### config.mk
export PLATFORM = sky130hd
export DESIGN_NAME = usr_sipo_rx
export DESIGN_NICKNAME = d
export VERILOG_FILES = /design/src/rtl/usr_sipo_rx.sv
export SDC_FILE = /design/constraint.sdc
export NUM_CORES = 1
export LEC_CHECK = 0
export ABC_AREA = 1
export ABC_CLOCK_PERIOD_IN_PS = 1200
export CORE_MARGIN = 2
export CORE_UTILIZATION = 30
export DETAILED_ROUTE_END_ITERATION = 12
export MAX_ROUTING_LAYER = met4
export PLACE_DENSITY_LB_ADDON = 0.2
export SYNTH_ARGS = -nofsm -noshare
export SYNTH_HDL_FRONTEND = slang
export SYNTH_SLANG_ARGS = --single-unit
export TNS_END_PERCENT = 1
### constraint.sdc
create_clock -name clk -period 1.2 [get_ports clk]
set_input_delay 0.12 -clock clk [delete_from_list [all_inputs] [get_ports clk]]
set_output_delay 0.12 -clock clk [all_outputs]
set_load 0.02 [all_outputs]
### src/rtl/usr_sipo_rx.sv
// Serial-to-parallel frame receiver with a double-buffered valid/ready output register.
// Define USR_RX_PARITY_EN to add a trailing even-parity bit per word and the parity_err output.
module usr_sipo_rx #(
  parameter int unsigned size      = 4,
  parameter bit          MSB_FIRST = 1'b1
) (
  input  logic            clk,
  input  logic            clr,
  input  logic            ser_in,
  input  logic            bit_en,
  input  logic            frame_start,
  output logic [size-1:0] par_out,
  output logic            out_valid,
  input  logic            out_ready,
`ifdef USR_RX_PARITY_EN
  output logic            parity_err,
`endif
  output logic            overrun
);

  localparam int unsigned CntW = $clog2(size + 1);

`ifdef USR_RX_PARITY_EN
  typedef enum logic [1:0] {StIdle, StShift, StParity} state_e;
`else
  typedef enum logic [1:0] {StIdle, StShift} state_e;
`endif

  state_e            state_q, state_d;
  logic [size-1:0]   sr_q, sr_d;
  logic [CntW-1:0]   cnt_q, cnt_d;
  logic [size-1:0]   par_q, par_d;
  logic              valid_q, valid_d;
  logic              ovr_q, ovr_d;
  logic              perr_q, perr_d;

  logic              deliver;
  logic [size-1:0]   word;
  logic              word_perr;
  logic [size-1:0]   sr_shift;
  logic [size-1:0]   sr_fresh;

  function automatic logic [size-1:0] shift_in(input logic [size-1:0] sr, input logic b);
    logic [size-1:0] res;
    if (MSB_FIRST) begin
      res = {sr[size-2:0], b};
    end else begin
      res = {b, sr[size-1:1]};
    end
    return res;
  endfunction

  assign sr_shift = shift_in(sr_q, ser_in);
  // A (re)started frame begins from an empty register so no stale bits survive.
  assign sr_fresh = shift_in('0, ser_in);

  always_comb begin
    state_d   = state_q;
    sr_d      = sr_q;
    cnt_d     = cnt_q;
    deliver   = 1'b0;
    word      = sr_shift;
    word_perr = 1'b0;
    unique case (state_q)
      StIdle: begin
        if (bit_en && frame_start) begin
          sr_d    = sr_fresh;
          cnt_d   = CntW'(1);
          state_d = StShift;
        end
      end
      StShift: begin
        if (bit_en) begin
          if (frame_start) begin
            sr_d  = sr_fresh;
            cnt_d = CntW'(1);
          end else begin
            sr_d  = sr_shift;
            cnt_d = cnt_q + CntW'(1);
            if (cnt_q == CntW'(size - 1)) begin
`ifdef USR_RX_PARITY_EN
              state_d = StParity;
`else
              deliver = 1'b1;
              word    = sr_shift;
              state_d = StIdle;
`endif
            end
          end
        end
      end
`ifdef USR_RX_PARITY_EN
      StParity: begin
        if (bit_en) begin
          if (frame_start) begin
            sr_d    = sr_fresh;
            cnt_d   = CntW'(1);
            state_d = StShift;
          end else begin
            deliver   = 1'b1;
            word      = sr_q;
            word_perr = (^sr_q) ^ ser_in;
            state_d   = StIdle;
          end
        end
      end
`endif
      default: state_d = StIdle;
    endcase
  end

  // Output buffer: a delivery may coincide with an accept and then replaces the word bubble-free.
  always_comb begin
    par_d   = par_q;
    valid_d = valid_q;
    ovr_d   = ovr_q;
    perr_d  = perr_q;
    if (deliver) begin
      if (!valid_q || out_ready) begin
        par_d   = word;
        perr_d  = word_perr;
        valid_d = 1'b1;
      end else begin
        ovr_d = 1'b1;
      end
    end else if (valid_q && out_ready) begin
      valid_d = 1'b0;
    end
  end

  always_ff @(posedge clk or posedge clr) begin
    if (clr) begin
      state_q <= StIdle;
      sr_q    <= '0;
      cnt_q   <= '0;
      par_q   <= '0;
      valid_q <= 1'b0;
      ovr_q   <= 1'b0;
      perr_q  <= 1'b0;
    end else begin
      state_q <= state_d;
      sr_q    <= sr_d;
      cnt_q   <= cnt_d;
      par_q   <= par_d;
      valid_q <= valid_d;
      ovr_q   <= ovr_d;
      perr_q  <= perr_d;
    end
  end

  assign par_out   = par_q;
  assign out_valid = valid_q;
  assign overrun   = ovr_q;
`ifdef USR_RX_PARITY_EN
  assign parity_err = perr_q;
`else
  logic unused_perr;
  assign unused_perr = perr_q;
`endif

endmodule

==> metrics <==
CP Launch Type=flip-flop; first-pass GRT wire length=1.84 mm; CP Capture Type=flip-flop; final hold vios=0; RR Endpoint=par_out[3]; reg-to-reg slack, setup=40 ps; Logic pwr share=35.4%; antenna violations before repair=0; IO Pins=12; Clock Power Share=19.6%; GR Util met3=3.77%; # H-tree levels=1; Reg clk slew, reported paths=80 ps; run status=finished clean; Slew HR=82.1%; Cell Pwr Density=1740 nW/um^2; grt met1 use=13.5%; CTS Sinks=13; top post-synthesis cells by area=dfrtp_1 56%, nand2_1 16%, nand3_1 7.7%; Synth Cell Area=582 um^2; WS Path Type=flip-flop to flip-flop; RSZ-0062 raised after global routing=true; die footprint=2310 um^2; Pleak=0.430 nW; clock root cell=clkbuf_4; deepest clock path buffer count=2; crit path time final=1160 ps; Net Sw Frac=35.9%; number of port buffers=11; DRC violation count after routing=0; Synth cell types=13; final worst path period share=96.6%; Synth area leader=dfrtp_1; Register-to-Register Path Depth=7; DR WL/cell=10.3 um; worst hold path class=input port to async pin; DRT Pass-1 Iters=4; Tot GR Track Use=12.4%; met2 GRT Util=20.0%; P_sw=0.000503 W; fmax=863 MHz; Critical Path AT=1330 ps; Synth Area in Compound Gates=3.01%; #FFs+latches synth=13; wirelength, routed=1.12 mm; post-synth top area share=55.9%; Worst Tran Pin Value=267 ps; initial DRC count=2; vias per cell=4.28; mean cell area of the mapped netlist=8.95 um^2; Worst Path Max Fanout=4; Ys Warns=0; Slew Limit Fails=0; area added between synthesis and finish=38.3%; CTS tree=done; post-synthesis cell count=65; syn nets=73; core footprint=1780 um^2; GRT busiest layer=met2; total of max-cap violations=0; Vias=466; R2R Path Start=cnt_q[1]; simple logic cell fraction of the synthesized area=32.3%; final setup violation count=0; largest family of logic cells by synthesized area=simple AND/OR/NAND/NOR gates; Reg power frac=45.0%; Die Ht=48.0 um; Crit path required time=1370 ps; Finished Core Util=45.1%; Initial Utilization=32.6%; CTS Buf Count=3; Final nets=93; Int Power=0.000898 W; Synth Area in XOR/XNOR=0%; Core Rows=15; cts-stage hold buffer count=0; worst hold slack=130 ps; largest net degree at the start of global routing=14; Post-Synth Adder-Cell Area=4.30%; total gr overflow=0; Fin Clk Skew=5.16 ps; die width=48.0 um; GPL Wtd Cong=0.802; Routed Antenna Nets=0; fraction of layout cells with a size suffix above 1=21.4%; worst skew pair latency=270 ps; Peak VDD IR=0.000510 V; mux contribution to synthesized area=0%; sequential area share after synthesis=55.9%; ANT cells=0; vias in the first global route=440
sequential cells by signal, indices dropped and copies added (netlist names):
signal     cells
par_out        4
cnt_q          3
sr_q           3
out_valid      1
overrun        1
state_q        1
routing by layer:
metal	part of all wire, %	vias to the layer above	routed length, um
li1	-	244	-
met1	46	214	512
met2	50	8	557
met3	4.5	0	51
met4	0	0	0
met5	0	-	0
kinds of logic (layout without fill, tap and decap cells):
family,count (synthesis),count (layout)
adders and majority gates,2,2
buffers and inverters,7,26
DFF,13,13
and+or+nand+nor,40,40
AOI/OAI and AO/OA,3,3
worst max-delay path, stage by stage, from the launching register on:
cell,delay (ps)
dfrtp_1,360
ha_2,200
ha_4,140
nand2_2,50
inv_2,90
nand3_4,100
nand2_2,80
nand2_1,40
cells in the mapped netlist, drive strengths merged:
cell type  number
nand2          26
dfrtp          13
nand3          10
inv             7
nor2            3
ha              2
o21ai           2
o21bai          1
or2             1
metrics by stage:
step	worst slack [ps]	TNS [ps]	total power (W)	cell area, um^2	cells
floorplan	97.0	0	0.000912	582	65
global placement	-10.8	-33.9	0.00110	746	104
detailed placement	-30.5	-97.7	0.00111	746	104
CTS	0.408	0	0.00135	764	108
global route	-31.2	-108	0.00151	805	109
finish	41.2	0	0.00140	805	109
final cells by class:
class | instances | area (um^2)
inverters | 7 | 26.3
well taps | 25 | 31.3
multi-input cells | 45 | 263
clock buffers | 4 | 26.3
flip-flops and latches | 13 | 325
repair buffers | 15 | 133
fillers | 179 | 978
power groups by stage:
stage	combinational, W	sequential (W)	clock, W
after CTS	0.000435	0.000628	0.000290
after detailed placement	0.000469	0.000638	0
final	0.000496	0.000631	0.000274
after floorplan	0.000218	0.000693	0
after global placement	0.000463	0.000636	0
after global routing	0.000563	0.000646	0.000305
repair_timing:
| item | 4_1_cts | 5_1_grt |
|---|---|---|
| setup endpoints to repair | 11 | 8 |
| pin swaps | 0 | 1 |
| gates resized for setup | 7 | 8 |
| setup buffers | 0 | 1 |
worst max-delay path by stage:
stage             start          to  depth (start not counted)
2_1_floorplan  cnt_q[0]  par_out[0]                          6
3_3_place_gp     bit_en  par_out[2]                          6
3_5_place_dp     bit_en  par_out[3]                          6
4_1_cts        cnt_q[0]  par_out[2]                          6
5_1_grt        cnt_q[1]  par_out[0]                          7
6_report       cnt_q[1]  par_out[3]                          7
cell usage in the layout, fill, tap and decap left out, types with 2 or more instances in the layout:
cell type and count:
buf_4 4, clkbuf_4 3, clkdlybuf4s50_1 5, dfrtp_1 13
dlygate4sd2_1 6, inv_1 6, nand2_1 21, nand2_2 4
nand3_1 9, o21ai_0 2
Note: power is estimated with default switching activity, not from simulation.
